[config.mk]
export PLATFORM = sky130hd
export DESIGN_NAME = uart_rx_buffer
export DESIGN_NICKNAME = d
export VERILOG_FILES = /design/src/rtl/uart_pkg.sv /design/src/rtl/uart_sync_fifo.sv /design/src/rtl/uart_rx_buffer.sv
export SDC_FILE = /design/constraint.sdc
export NUM_CORES = 1
export LEC_CHECK = 0
export ABC_CLOCK_PERIOD_IN_PS = 4100
export BUFFER_PORTS_ARGS = -buffer_cell sky130_fd_sc_hd__buf_2
export CAP_MARGIN = 20
export CORE_MARGIN = 4
export CORE_UTILIZATION = 50
export DETAILED_ROUTE_END_ITERATION = 10
export PLACE_DENSITY = 0.79
export SLEW_MARGIN = 10
export SYNTH_ARGS = -nofsm -noshare
export SYNTH_HDL_FRONTEND = slang
export SYNTH_SLANG_ARGS = --single-unit
[constraint.sdc]
create_clock -name clk -period 4.1 [get_ports clk]
set_input_delay 0.205 -clock clk [delete_from_list [all_inputs] [get_ports clk]]
set_output_delay 0.205 -clock clk [all_outputs]
set_load 0.01 [all_outputs]
[src/rtl/uart_pkg.sv]
// Shared definitions for the UART receive buffer: drain FSM states and
// default sizing constants.
package uart_pkg;

  typedef enum logic [2:0] {
    S_IDLE,
    S_LOAD,
    S_STROBE,
    S_WAIT_BUSY,
    S_WAIT_RDY
  } drain_state_t;

  localparam int DEFAULT_DEPTH        = 16;
  localparam int DEFAULT_BUSY_TIMEOUT = 4;

endpackage

[src/rtl/uart_sync_fifo.sv]
// Single-clock FIFO with simultaneous push/pop, occupancy count and a
// drop flag for pushes refused because the FIFO is full.
module uart_sync_fifo #(
  parameter int DEPTH = 16,
  parameter int WIDTH = 8
) (
  input  logic                     clk,
  input  logic                     rst,
  input  logic                     push,
  input  logic [WIDTH-1:0]         wr_data,
  input  logic                     pop,
  output logic [WIDTH-1:0]         rd_data,
  output logic [$clog2(DEPTH):0]   count,
  output logic                     empty,
  output logic                     full,
  output logic                     dropped
);

  localparam int AW = $clog2(DEPTH);
  localparam int CW = AW + 1;

  logic [WIDTH-1:0] mem [DEPTH];
  logic [AW-1:0]    wr_ptr_reg;
  logic [AW-1:0]    rd_ptr_reg;
  logic [CW-1:0]    count_reg;
  logic             do_push;
  logic             do_pop;

  assign empty = (count_reg == '0);
  assign full  = (count_reg == CW'(DEPTH));

  // A pop in the same cycle frees the slot, so a push into a full FIFO is accepted.
  assign do_pop  = pop & ~empty;
  assign do_push = push & (~full | do_pop);
  assign dropped = push & ~do_push;

  always_ff @(posedge clk) begin
    if (rst) begin
      wr_ptr_reg <= '0;
      rd_ptr_reg <= '0;
      count_reg  <= '0;
    end else begin
      if (do_push) wr_ptr_reg <= wr_ptr_reg + 1'b1;
      if (do_pop)  rd_ptr_reg <= rd_ptr_reg + 1'b1;
      case ({do_push, do_pop})
        2'b10:   count_reg <= count_reg + 1'b1;
        2'b01:   count_reg <= count_reg - 1'b1;
        default: count_reg <= count_reg;
      endcase
    end
  end

  always_ff @(posedge clk) begin
    if (!rst && do_push) mem[wr_ptr_reg] <= wr_data;
  end

  // Head is read combinationally; the consumer registers it on pop.
  assign rd_data = mem[rd_ptr_reg];
  assign count   = count_reg;

endmodule

[src/rtl/uart_rx_buffer.sv]
// Buffers bytes from uart_rx and paces them into uart_tx: one push per
// rx_valid rising edge, sticky overflow, and a drain FSM driving tx_en.
module uart_rx_buffer
  import uart_pkg::*;
#(
  parameter int DEPTH        = DEFAULT_DEPTH,
  parameter int BUSY_TIMEOUT = DEFAULT_BUSY_TIMEOUT
) (
  input  logic                     clk,
  input  logic                     rst,
  input  logic                     rx_valid,
  input  logic [7:0]               rx_data,
  input  logic                     tx_rdy,
  output logic                     tx_en,
  output logic [7:0]               tx_data,
  output logic [$clog2(DEPTH):0]   count,
  output logic                     empty,
  output logic                     full,
  output logic                     overflow,
  input  logic                     clr_overflow
);

  localparam int BW = $clog2(BUSY_TIMEOUT + 1);

  drain_state_t state_reg;
  drain_state_t state_next;
  logic         rx_valid_q;
  logic         push;
  logic         pop;
  logic         dropped;
  logic [7:0]   fifo_rd_data;
  logic [7:0]   tx_data_reg;
  logic         overflow_reg;
  logic [BW-1:0] busy_cnt_reg;
  logic         busy_timeout;

  // rx_valid_q resets high so a level already asserted at release is ignored.
  always_ff @(posedge clk) begin
    if (rst) rx_valid_q <= 1'b1;
    else     rx_valid_q <= rx_valid;
  end

  assign push = rx_valid & ~rx_valid_q;

  uart_sync_fifo #(
    .DEPTH (DEPTH),
    .WIDTH (8)
  ) u_fifo (
    .clk     (clk),
    .rst     (rst),
    .push    (push),
    .wr_data (rx_data),
    .pop     (pop),
    .rd_data (fifo_rd_data),
    .count   (count),
    .empty   (empty),
    .full    (full),
    .dropped (dropped)
  );

  // A drop in the same cycle as a clear leaves the flag set.
  always_ff @(posedge clk) begin
    if (rst)               overflow_reg <= 1'b0;
    else if (dropped)      overflow_reg <= 1'b1;
    else if (clr_overflow) overflow_reg <= 1'b0;
  end

  always_ff @(posedge clk) begin
    if (rst)     tx_data_reg <= 8'h00;
    else if (pop) tx_data_reg <= fifo_rd_data;
  end

  // Busy timeout counts from the strobe cycle, so the strobe itself is cycle 1.
  always_ff @(posedge clk) begin
    if (rst)                           busy_cnt_reg <= '0;
    else if (state_reg == S_STROBE)    busy_cnt_reg <= BW'(1);
    else if (state_reg == S_WAIT_BUSY) busy_cnt_reg <= busy_cnt_reg + 1'b1;
  end

  assign busy_timeout = (busy_cnt_reg >= BW'(BUSY_TIMEOUT - 1));

  always_ff @(posedge clk) begin
    if (rst) state_reg <= S_IDLE;
    else     state_reg <= state_next;
  end

  always_comb begin
    state_next = state_reg;
    case (state_reg)
      S_IDLE:      if (!empty && tx_rdy) state_next = S_LOAD;
      S_LOAD:      state_next = S_STROBE;
      S_STROBE:    state_next = S_WAIT_BUSY;
      S_WAIT_BUSY: if (!tx_rdy || busy_timeout) state_next = S_WAIT_RDY;
      S_WAIT_RDY:  if (tx_rdy) state_next = S_IDLE;
      default:     state_next = S_IDLE;
    endcase
  end

  always_comb begin
    pop   = 1'b0;
    tx_en = 1'b0;
    case (state_reg)
      S_LOAD:   pop   = 1'b1;
      S_STROBE: tx_en = ~rst;
      default:  ;
    endcase
  end

  assign tx_data  = tx_data_reg;
  assign overflow = overflow_reg;

endmodule

==> run_results.csv <==
group,metric,value,unit
die,num_rows,40,
timing,fmax,282,MHz
timing,fin_tns_setup,0,ns
die,dieArea,14600,µm²
die,chipWidth,121,µm
synthesis,ys_warn_count,0,
grt,grt_pass1_vias,3621,
layout,layout-drive-gt1-share,22.7,%
synthesis,ys_seq_area_share,69.5,%
clock_tree,ctsResizeCount,0,
die,start_util,51.9,%
layout,insertedDiodeCount,0,
drt,wire_per_inst,19.3,µm
timing,tightest_slew,0.923,ns
clock_tree,hold_buffers,1,
critical_path,r2r_cells,9,
clock_tree,clkSinkCount,157,
critical_path,cp.arrival,3.86,ns
layout,finalNetCount,461,
critical_path,worstSetupEndpointType,"register",
layout,syn_to_final_growth,13.7,%
synthesis,synth_cells,402,
layout,finalNonFillerCells,617,
timing,finalCritPeriodShare,86.4,%
clock_tree,cts_root_buffer,"clkbuf_16",
drt,dr_total_vias,3467,
placed_design,dp_hpwl,7740,µm
flow_run,maxCapViolCount,0,
synthesis,syn_area,6370,µm²
critical_path,cp-start-kind,"register",
synthesis,ys_ff_latch,157,
critical_path,critPathKind,"reg2reg",
drt,drc,0,
timing,setup_viol,0,
clock_tree,numCtsBuffers,17,
grt,grt.total_usage,17.9,%
grt,antenna_found_initial,0,
clock_tree,clkTransAtPathRegs,0.06,ns
synthesis,synthArstFlopShare,0,%
timing,fin_skew,0.00590,ns
status,status,"finished, final reports clean",
power_and_ir_drop,powerDensity,467,nW/µm²
power_and_ir_drop,vdd_ir_drop_max,250,µV
grt,grt_max_degree,31,
timing,fin_crit,3.54,ns
clock_tree,cts_buffer_depth,2,
timing,slew_headroom,38.3,%
timing,drv_slew,0,
layout,fillers,915,
synthesis,avgSynthCellArea,15.8,µm²
die,core,12300,µm²
grt,overflow,0,
hold_path,hp-class,"in2reg",
synthesis,synthesis.nets,427,
critical_path,critPathMaxFanout,5,
power_and_ir_drop,p_leak,2.38,nW
die,io_pins,30,
synthesis,yosys_most_used_dff,"edfxtp_1",
layout,layout_commonest_cell,"edfxtp_1",
drt,drtIter0Drc,302,
clock_tree,cts_tree,"built",
synthesis,synth_edf_count,128,
drt,drtAntennaViolNets,0,
synthesis,ys_types,40,
drt,drt_first_pass_iters,5,
clock_tree,clk_latency,0.42,ns
timing,hold_viol_final,0,
die,die_y,121,µm
layout,most-common-layout-cells,"edfxtp_1 (128), nor2_1 (43), buf_2 (29), dfxtp_1 (28), mux4_2 (24)",
drt,vias_per_cell,5.62,
placed_design,dpl.cell_count,584,
placed_design,place_congestion,0.872,
hold_path,holdPathStages,3,
layout,largest_reg_flops,128,
clock_tree,postCtsSetupRepairBufs,0,
timing,rsz0062_at_grt,"no",
critical_path,critPathRequiredTime,4.41,ns
placed_design,placement.io_buffers,29,
clock_tree,ctsHtreeMaxLevel,4,
drt,routed_wl,11900,µm
grt,grt_pass1_wl,19500,µm
[routing by layer]
| metal | wire length, µm | up-vias | track usage (%) |
|---|---|---|---|
| met2 | 6100 | 102 | 29.7 |
| met3 | 640 | 15 | 5.78 |
| met4 | 172 | 0 | 5.52 |
| met5 | 0 | - | 0 |
| met1 | 4980 | 1735 | 22.4 |
| li1 | - | 1615 | - |
[cells by family after synthesis]
logic type,after synthesis,share of synthesized area [%]
AOI/OAI and AO/OA,51,5.76
xor gates and xnor gates,8,1.10
adders and majority gates,12,2.48
buffers and inverters,36,2.57
DFF,157,69.5
muxes,41,11.3
and+or+nand+nor,97,7.33
[Yosys cell counts, drive strengths merged (9+ instances only)]
master / number / area share, %
a21oi: 17 / 1.3
nand2: 13 / 0.77
buf: 12 / 1.2
ha: 11 / 2.2
mux2i: 10 / 1.6
nor2: 43 / 2.5
dfxtp: 29 / 9.1
o21ai: 9 / 0.71
a2111oi: 11 / 1.9
inv: 17 / 1.0
mux4: 24 / 8.5
edfxtp: 128 / 60
nor2b: 13 / 1.3
[cell type report]
| class | count | area (µm²) | area share, % |
|---|---|---|---|
| Sequential cell | 157 | 4430 | 61.1 |
| Multi-Input combinational cell | 209 | 1780 | 24.6 |
| Clock buffer | 19 | 433 | 5.98 |
| Tap cell | 168 | 210 | 2.90 |
| Timing Repair Buffer | 34 | 185 | 2.56 |
| Clock inverter | 13 | 141 | 1.95 |
| Inverter | 17 | 63.8 | 0.881 |
[power by group]
group	internal (mW)	switching [mW]	total [mW]
registers	1.74	0.0160	1.75
clock network	0.899	0.616	1.51
logic	0.0430	0.0729	0.116
[final timing paths]
kind	startpoint	end	slack, ns
min reg2reg	busy_cnt_reg[2]	busy_cnt_reg[2]	0.47
min	clr_overflow	overflow	0.05
max reg2reg	u_fifo.count[0]	u_fifo.count[4]	0.56
max	u_fifo.count[0]	u_fifo.count[4]	0.56
[through the flow]
step | utilization (%) | hold WS, ns | area [µm²] | worst slack [ns] | power (mW)
3_3_place_gp | 54.3 | 0.410 | 6660 | 0.818 | 1.89
3_5_place_dp | 54.3 | 0.411 | 6660 | 0.664 | 1.90
2_1_floorplan | - | 0.304 | 6370 | 1.02 | 1.86
5_1_grt | 59.0 | 0.0577 | 7240 | 0.313 | 3.50
4_1_cts | 59.0 | 0.0358 | 7240 | 0.575 | 3.41
6_report | 59.0 | 0.0495 | 7240 | 0.557 | 3.38
[worst max-delay path: stages, from the launching register on]
cell	delay (ns)
dfxtp_1	0.35
nor4_1	0.77
a21oi_1	0.34
ha_1	0.35
ha_1	0.33
nor2b_1	0.16
o21ai_0	0.28
a21oi_1	0.13
or3b_2	0.45
mux2_2	0.27
Note: power is estimated with default switching activity, not from simulation.
